[src/rtl/mc_ctrl.sv]
// mc_ctrl - multi-cycle control sequencer for an RV32I core.
//
// Steps each instruction through START/FETCH/DECODE/EXEC/MEM/WB. It drives
// the PC, IR, ALU, register-file and data-memory enables and selects from the
// current state, the IR opcode and the memory acks. Each instruction- or
// data-memory request is bounded by a timeout. An unsupported opcode or a
// timeout parks the sequencer in FAULT until reset.
//
// Ports:
//   i_clk, i_rst_n      clock (rising edge), asynchronous active-low reset
//   i_inst              current IR contents, opcode = i_inst[6:0]
//   i_imem_ack          instruction memory ack (IR data valid this cycle)
//   i_dmem_ack          data memory ack (load data valid / store done)
//   i_br_taken          branch comparator result, used in EXEC
//   o_imem_req, o_ir_we instruction fetch request / IR load
//   o_dmem_req, o_dmem_we data memory request / write (store)
//   o_pc_we, o_pc_sel   PC update and source (0=PC+4, 1=PC+imm, 2=ALU&~1)
//   o_alu_a_sel         ALU A: 0=rs1, 1=PC
//   o_alu_b_sel         ALU B: 0=rs2, 1=imm
//   o_rf_we, o_wb_sel   register write and source (0=ALU,1=load,2=PC+4,3=imm)
//   o_fault, o_fault_code  sticky fault flag and cause (01=timeout, 10=illegal)
//   o_state             current state, for debug
module mc_ctrl #(
  parameter int MEM_TIMEOUT = 16
) (
  input  logic        i_clk,
  input  logic        i_rst_n,
  input  logic [31:0] i_inst,
  input  logic        i_imem_ack,
  input  logic        i_dmem_ack,
  input  logic        i_br_taken,
  output logic        o_imem_req,
  output logic        o_ir_we,
  output logic        o_dmem_req,
  output logic        o_dmem_we,
  output logic        o_pc_we,
  output logic [1:0]  o_pc_sel,
  output logic        o_alu_a_sel,
  output logic        o_alu_b_sel,
  output logic        o_rf_we,
  output logic [1:0]  o_wb_sel,
  output logic        o_fault,
  output logic [1:0]  o_fault_code,
  output logic [2:0]  o_state
);

  typedef enum logic [2:0] {
    ST_START  = 3'd0,
    ST_FETCH  = 3'd1,
    ST_DECODE = 3'd2,
    ST_EXEC   = 3'd3,
    ST_MEM    = 3'd4,
    ST_WB     = 3'd5,
    ST_FAULT  = 3'd7
  } state_t;

  localparam logic [6:0] OPC_OP     = 7'b0110011;
  localparam logic [6:0] OPC_IMM    = 7'b0010011;
  localparam logic [6:0] OPC_LOAD   = 7'b0000011;
  localparam logic [6:0] OPC_STORE  = 7'b0100011;
  localparam logic [6:0] OPC_BRANCH = 7'b1100011;
  localparam logic [6:0] OPC_JAL    = 7'b1101111;
  localparam logic [6:0] OPC_JALR   = 7'b1100111;
  localparam logic [6:0] OPC_LUI    = 7'b0110111;
  localparam logic [6:0] OPC_AUIPC  = 7'b0010111;

  localparam logic [1:0] FC_TIMEOUT = 2'b01;
  localparam logic [1:0] FC_ILLEGAL = 2'b10;

  localparam int            CW    = (MEM_TIMEOUT > 2) ? $clog2(MEM_TIMEOUT) : 1;
  localparam logic [CW-1:0] LIMIT = CW'(MEM_TIMEOUT - 1);

  state_t        state;
  logic [CW-1:0] cnt;
  logic [1:0]    fault_code;

  logic [6:0] opcode;
  logic is_op, is_imm, is_load, is_store, is_branch;
  logic is_jal, is_jalr, is_lui, is_auipc, is_legal;

  // Only the opcode field steers the sequencer; operand fields go elsewhere.
  logic unused_inst;
  assign unused_inst = ^i_inst[31:7];

  assign opcode    = i_inst[6:0];
  assign is_op     = (opcode == OPC_OP);
  assign is_imm    = (opcode == OPC_IMM);
  assign is_load   = (opcode == OPC_LOAD);
  assign is_store  = (opcode == OPC_STORE);
  assign is_branch = (opcode == OPC_BRANCH);
  assign is_jal    = (opcode == OPC_JAL);
  assign is_jalr   = (opcode == OPC_JALR);
  assign is_lui    = (opcode == OPC_LUI);
  assign is_auipc  = (opcode == OPC_AUIPC);
  assign is_legal  = is_op | is_imm | is_load | is_store | is_branch |
                     is_jal | is_jalr | is_lui | is_auipc;

  // State, timeout counter and fault cause. The counter is cleared on every
  // state change, so it only counts consecutive un-acked cycles of one request.
  // NOTE: all state here uses non-blocking assignments so every register
  // samples the pre-edge values, independent of statement order.
  always_ff @(posedge i_clk or negedge i_rst_n) begin
    if (!i_rst_n) begin
      state      <= ST_START;
      cnt        <= '0;
      fault_code <= 2'b00;
    end else begin
      case (state)
        ST_START: begin
          state <= ST_FETCH;
          cnt   <= '0;
        end
        ST_FETCH: begin
          // An ack in the limit cycle wins over the timeout.
          if (i_imem_ack) begin
            state <= ST_DECODE;
            cnt   <= '0;
          end else if (cnt == LIMIT) begin
            state      <= ST_FAULT;
            fault_code <= FC_TIMEOUT;
            cnt        <= '0;
          end else begin
            cnt <= cnt + CW'(1);
          end
        end
        ST_DECODE: begin
          cnt <= '0;
          if (is_legal) begin
            state <= ST_EXEC;
          end else begin
            state      <= ST_FAULT;
            fault_code <= FC_ILLEGAL;
          end
        end
        ST_EXEC: begin
          cnt <= '0;
          if (is_branch || is_jal || is_jalr) begin
            state <= ST_FETCH;
          end else if (is_load || is_store) begin
            state <= ST_MEM;
          end else if (is_legal) begin
            state <= ST_WB;
          end else begin
            // IR changed under us after DECODE; treat it as illegal.
            state      <= ST_FAULT;
            fault_code <= FC_ILLEGAL;
          end
        end
        ST_MEM: begin
          if (i_dmem_ack) begin
            state <= is_store ? ST_FETCH : ST_WB;
            cnt   <= '0;
          end else if (cnt == LIMIT) begin
            state      <= ST_FAULT;
            fault_code <= FC_TIMEOUT;
            cnt        <= '0;
          end else begin
            cnt <= cnt + CW'(1);
          end
        end
        ST_WB: begin
          state <= ST_FETCH;
          cnt   <= '0;
        end
        ST_FAULT: begin
          state <= ST_FAULT;
          cnt   <= '0;
        end
        default: begin
          state <= ST_START;
          cnt   <= '0;
        end
      endcase
    end
  end

  // Control outputs are decoded from state, opcode and acks so that IR load
  // and store completion land in the same cycle as the ack.
  // NOTE: every output gets a default before the case, so no path leaves a
  // value unassigned and no latch is inferred.
  always_comb begin
    o_imem_req  = 1'b0;
    o_ir_we     = 1'b0;
    o_dmem_req  = 1'b0;
    o_dmem_we   = 1'b0;
    o_pc_we     = 1'b0;
    o_pc_sel    = 2'd0;
    o_alu_a_sel = 1'b0;
    o_alu_b_sel = 1'b0;
    o_rf_we     = 1'b0;
    o_wb_sel    = 2'd0;
    case (state)
      ST_FETCH: begin
        o_imem_req = 1'b1;
        o_ir_we    = i_imem_ack;
      end
      ST_EXEC: begin
        if (is_branch) begin
          o_pc_we  = 1'b1;
          o_pc_sel = i_br_taken ? 2'd1 : 2'd0;
        end else if (is_jal) begin
          o_pc_we  = 1'b1;
          o_pc_sel = 2'd1;
          o_rf_we  = 1'b1;
          o_wb_sel = 2'd2;
        end else if (is_jalr) begin
          // PC and rd are written on the same edge, so the ALU still sees
          // the old rs1 even when rd == rs1.
          o_alu_b_sel = 1'b1;
          o_pc_we     = 1'b1;
          o_pc_sel    = 2'd2;
          o_rf_we     = 1'b1;
          o_wb_sel    = 2'd2;
        end else if (is_load || is_store || is_imm) begin
          o_alu_b_sel = 1'b1;
        end else if (is_auipc) begin
          o_alu_a_sel = 1'b1;
          o_alu_b_sel = 1'b1;
        end
      end
      ST_MEM: begin
        // Keep the address (rs1 + imm) on the ALU output while waiting.
        o_dmem_req  = 1'b1;
        o_alu_b_sel = 1'b1;
        o_dmem_we   = is_store;
        if (i_dmem_ack && is_store) begin
          o_pc_we  = 1'b1;
          o_pc_sel = 2'd0;
        end
      end
      ST_WB: begin
        // Operand selects repeat the EXEC values so the ALU result is stable.
        o_rf_we     = 1'b1;
        o_pc_we     = 1'b1;
        o_pc_sel    = 2'd0;
        o_alu_a_sel = is_auipc;
        o_alu_b_sel = is_imm | is_auipc | is_load;
        o_wb_sel    = is_load ? 2'd1 : (is_lui ? 2'd3 : 2'd0);
      end
      default: ;
    endcase
  end

  assign o_fault      = (state == ST_FAULT);
  assign o_fault_code = fault_code;
  assign o_state      = state;

endmodule

[config.mk]
export PLATFORM = sky130hd
export DESIGN_NAME = mc_ctrl
export DESIGN_NICKNAME = d
export VERILOG_FILES = /design/src/rtl/mc_ctrl.sv
export SDC_FILE = /design/constraint.sdc
export NUM_CORES = 1
export LEC_CHECK = 0
export BUFFER_PORTS_ARGS = -buffer_cell sky130_fd_sc_hd__buf_2
export CAP_MARGIN = 10
export CORE_UTILIZATION = 44
export DETAILED_ROUTE_END_ITERATION = 10
export PLACE_DENSITY = 0.93
export SLEW_MARGIN = 20
export SYNTH_ARGS = -nofsm -noshare
export SYNTH_HDL_FRONTEND = slang
export SYNTH_SLANG_ARGS = --single-unit
[constraint.sdc]
create_clock -name i_clk -period 2.9 [get_ports i_clk]
set_input_delay 0.58 -clock i_clk [delete_from_list [all_inputs] [get_ports i_clk]]
set_output_delay 0.58 -clock i_clk [all_outputs]
set_load 0.005 [all_outputs]
# ---- Word level (Yosys, flattened, before mapping)
# Cells that the tools add are included.
dict set report totals {
  regBits 9
  out_inout_bits 18
}
dict set report op_classes {
  n_addsub 1
  eq_ne 20
  n_mux 52
  bitwise_logic 10
  n_reduce_logical 9
}
# op count
set op_table {}
lappend op_table {{$mux 2} 16}
lappend op_table {{$eq 7x6->1 const B} 3}
lappend op_table {{$eq 7x7->1 const B} 3}
lappend op_table {{$mux 1} 19}
lappend op_table {{$mux 3} 6}
lappend op_table {{$pmux 3 s6} 1}
lappend op_table {{$eq 7x5->1 const B} 2}
lappend op_table {{$mux 4} 3}
lappend op_table {{$or 1x1->1} 10}
lappend op_table {{$eq 3x3->1 const B} 3}
lappend op_table {{$ne 2x2->1 const B} 4}
lappend op_table {{$pmux 2 s4} 1}
lappend op_table {{$pmux 4 s2} 1}
lappend op_table {{$eq 7x2->1 const B} 1}
lappend op_table {{$eq 3x2->1 const B} 2}
lappend op_table {{$pmux 1 s3} 2}
lappend op_table {{$reduce_and 5->1} 1}
lappend op_table {{$add 4x1->4 const B} 1}
lappend op_table {{$eq 4x4->1 const B} 1}
lappend op_table {{$logic_or 1x1->1} 4}
lappend op_table {{$pmux 1 s2} 2}
lappend op_table {{$pmux 2 s2} 1}
lappend op_table {{$reduce_bool 4->1} 1}
lappend op_table {{$eq 3x1->1 const B} 1}
lappend op_table {{other kinds (3)} 3}

# ---- Longest topological paths before layout
dict set report logic_depth {
  depth_word 13
  ltp_mapped 5
}

# ---- Worst setup path after synthesis
# No wires, ideal clock.
dict set report synth_timing {
  path_kind {input port to output port}
  start {input i_inst[4]}
  end {output o_alu_a_sel}
  arrival_ns 1.511
  required_time_ns 2.320
  setup_slack_ns 0.809
  path_stages 4
  path_buffers 1
  cell_sequence {buf_2 -> nand3b_1 -> o311ai_1 -> a2111oi_0}
}
dict set report synth_between {
  elab_chain_len 8
  elab_cells_between_ends 15
  cone_classes {eq/ne (7); mux (6); reduce/logical (2)}
}
# item line_no
set synth_rtl {}
lappend synth_rtl {{start, declared} 28} ;# input logic [31:0] i_inst,
lappend synth_rtl {{$eq 7x2->1 or $eq 7x6->1 (tied branches)} {88, 89}}
lappend synth_rtl {{$logic_or 1x1->1 (2 in a row)} 214} ;# end else if (is_load || is_store || is_imm) begin
lappend synth_rtl {{$mux 1} 214}
lappend synth_rtl {{$mux 1} 206} ;# end else if (is_jalr) begin
lappend synth_rtl {{$mux 1} 201} ;# end else if (is_jal) begin
lappend synth_rtl {{$mux 1} 198} ;# if (is_branch) begin
lappend synth_rtl {{$pmux 1 s2 (*)} 192} ;# case (state)
lappend synth_rtl {{end, declared} 38} ;# output logic o_alu_a_sel,
# Mark *: on every way between the ends. The rest lies on a longest branch, timed or not.

# ---- Worst setup path after layout
dict set report layout_timing {
  start {register state[1], in the netlist o_state[1]}
  end {output o_pc_sel[1]}
}
dict set report layout_between {
  elab_chain_len 2
}
# item line_no
set layout_rtl {}
lappend layout_rtl {{start, declared} 73} ;# state_t state;
lappend layout_rtl {{start signal, assigned} 151} ;# state <= is_store ? ST_FETCH : ST_WB;
lappend layout_rtl {{$eq 3x2->1} 192}
lappend layout_rtl {{$mux 2} -}
lappend layout_rtl {{end, declared} 37} ;# output logic [1:0] o_pc_sel,
# Every way passes these cells.

==> results.cfg <==
[timing]
layout_setup_ws_ns = 0.3082
worstMarginPinSlew_ns = 0.4349
slew_headroom_pct = 70.26
final-hold-violation-count = 0
fin_setup_tns_ns = 0
finalCritPeriodShare_pct = 89.37
setup_viol = 0
final_max_slew_viol_count = 0
finClkSkew_ns = 0.001096
rsz0062_at_grt = no
min_period_ns = 2.592
fmax_mhz = 385.8

[synth]
yosys.area.top_type = dfrtp_1
yosys_warnings = 0
synth_top_family_by_area = simple AND/OR/NAND/NOR gates
ys_top_cells_by_count = 9 x dfrtp_1, 9 x nand2_1, 8 x nor2_1
syn_inst = 104
yosysUniqueCellTypes = 44
synth_compound_area_share_pct = 24.81
ys_seq_area_share_pct = 27.23
syn_nets = 142
yosys.area_share.simple_pct = 37.67
synthXorXnorAreaFrac_pct = 1.059
synth_edf_count = 0
synthMuxAreaShare_pct = 1.210
syn_area_sq_um = 827.0
ys_ff_latch = 9
async_flop_share_pct = 100.0
netlist_top_cells_area = dfrtp_1 27%, nand2_1 4.1%, a21oi_1 3.6%
synth_top_area_share_pct = 27.23
avgSynthCellArea_sq_um = 7.952
synthAdderAreaFrac_pct = 1.513
synth_top_flop_cell = dfrtp_1

[floorplanning]
ios = 55
dieHeight_um = 45.36
start_util_pct = 47.38
die_w_um = 45.36
coreArea_sq_mm = 0.001745
die-area_sq_mm = 0.002057
rows = 15

[worst_setup_path]
cp_slowest_cell = or4b_4
worstSetupPathType = reg2out
max_stage_delay_ns = 0.58
crit_fanout = 13
cp-start-kind = flop
reg2reg_from = cnt[0]
crit_path_cell_trace = nor2b_4, nand4_2, or4b_4, nor2_2, buf_2
endpoint_kind = output pin
crit_arrival_ns = 2.01
worst_ep_required_time_ns = 2.32
crit_start = o_state[1]

[detailed_routing]
ant_nets = 0
wl_per_cell_um = 13.66
drt_first_pass_iters = 4
first_iter_violations = 33
drt_wl_total_mm = 2.131
vias = 937
drc = 0
vias_per_cell = 6.006

[flow_run]
maxCapViolations = 0

[pwr]
p_leak_nw = 0.4678
powerDensity_mw_per_mm2 = 664.5
peakVddDrop_mv = 0.3645

[status]
status = complete, no violations

[clocking]
htree_levels = 1
cts_buffers = 3
postCtsHoldBufs = 0
clk_latency_ns = 0.26
cts_resized = 0
post-cts-setup-buffer-count = 0
clk_path_buf_depth = 2
cts_num_sinks = 9
clk_pin_slew_worst_paths_ns = 0.06
cts_tree = done
cts_root_buffer = clkbuf_4

[min_path]
worstHoldPathType = in2async

[layout]
drive_above_1_share_pct = 29.77
area_growth_pct = 20.27
diodes = 0
final_util_pct = 56.99
fin_cells = 156
fin_nets = 170

[global_routing]
first_global_vias = 789
gr-usage-all-layers_pct = 22.01
grt_pass1_wl_mm = 3.353
grt_overflow = 0
antenna_found_initial = 0
grt_max_degree = 18

[placed_design]
place_hpwl_mm = 1.661
dp_cells = 152
pre_cts_ws_ns = 0.5668
numPortBuffers = 29
place_congestion = 0.7893
-- worst paths after layout --
kind	end	slack (ns)	cells past startpoint
max reg2reg	o_state[2]	1.22	5
min reg2reg	o_fault_code[0]	0.51	1
min in group i_clk	o_fault_code[0]	0.51	1
max in group asynchronous	o_state[1]	2.55	1
max	o_pc_sel[1]	0.31	5
min	o_state[0]	0.17	1
-- area by class of cell --
| type | count | area [sq um] |
|---|---|---|
| fill | 164 | 750.7 |
| multi-input combinational | 84 | 548.0 |
| sequential | 9 | 225.2 |
| timing repair buffer | 29 | 145.1 |
| tap | 25 | 31.28 |
| clock buffer | 4 | 26.28 |
| inverter | 5 | 18.77 |
-- state kept, by name (all words and copies together), names as in the netlist --
register and cells:
o_state 3, cnt 4, o_fault_code 2
-- cells in the final DEF (no fill, tap or decap), types with 2 or more instances in the layout --
| cell | netlist | layout |
|---|---|---|
| buf_2 | 3 | 29 |
| nand3_1 | 3 | 3 |
| nor3_1 | 3 | 3 |
| a21o_1 | 3 | 3 |
| nor4_1 | 2 | 2 |
| inv_1 | 5 | 5 |
| nor2_1 | 8 | 8 |
| clkbuf_4 | 0 | 3 |
| nand2_1 | 9 | 9 |
| dfrtp_1 | 9 | 9 |
| a2111oi_0 | 3 | 3 |
| or3b_1 | 2 | 2 |
| a21oi_1 | 6 | 6 |
| o32ai_1 | 3 | 3 |
| nor2b_1 | 3 | 3 |
| o21ai_0 | 5 | 5 |
| and3_1 | 3 | 3 |
| or3_1 | 2 | 2 |
| o21ai_1 | 2 | 2 |
| nand2b_1 | 3 | 3 |
| o311ai_1 | 2 | 2 |
| a31oi_1 | 2 | 2 |
-- cell families after synthesis --
logic type | after synthesis
AOI/OAI and AO/OA | 30
xor gates and xnor gates | 1
adders and majority gates | 1
buffers and inverters | 11
DFF | 9
muxes | 1
and+or+nand+nor | 51
-- per-stage QoR --
stage               area [sq um]  power (W)  hold slack [ns]
floorplan                  827.0  0.0004611           0.2844
global placement           968.4  0.0005463           0.4351
detailed placement         968.4  0.0005630           0.4448
CTS                        994.7  0.0006607           0.1648
global route               994.7  0.0007100           0.1747
finish                     994.7  0.0006610           0.1658
-- per-layer routing --
| layer | routed length [um] | part of all wire (%) | vias to the layer above | global-route usage (%) |
|---|---|---|---|---|
| met5 | 0 | 0 | - | 0 |
| met4 | 15 | 0.70 | 0 | 9.697 |
| met3 | 126 | 5.9 | 4 | 1.600 |
| met2 | 1073 | 50 | 43 | 34.49 |
| met1 | 916 | 43 | 443 | 31.00 |
| li1 | - | - | 447 | - |
-- critical path: cells and delay by family (launching register included) --
family / cells / cell delay (ns)
flip-flops: 1 / 0.57
AND/OR/NAND/NOR: 4 / 1.07
buffers and inverters: 1 / 0.11
-- where the power goes --
part           internal, W  switching [W]
Combinational     0.000160       0.000167
Sequential        0.000154      0.0000836
Clock            0.0000530      0.0000431
Power figures use the tool's default switching activity.
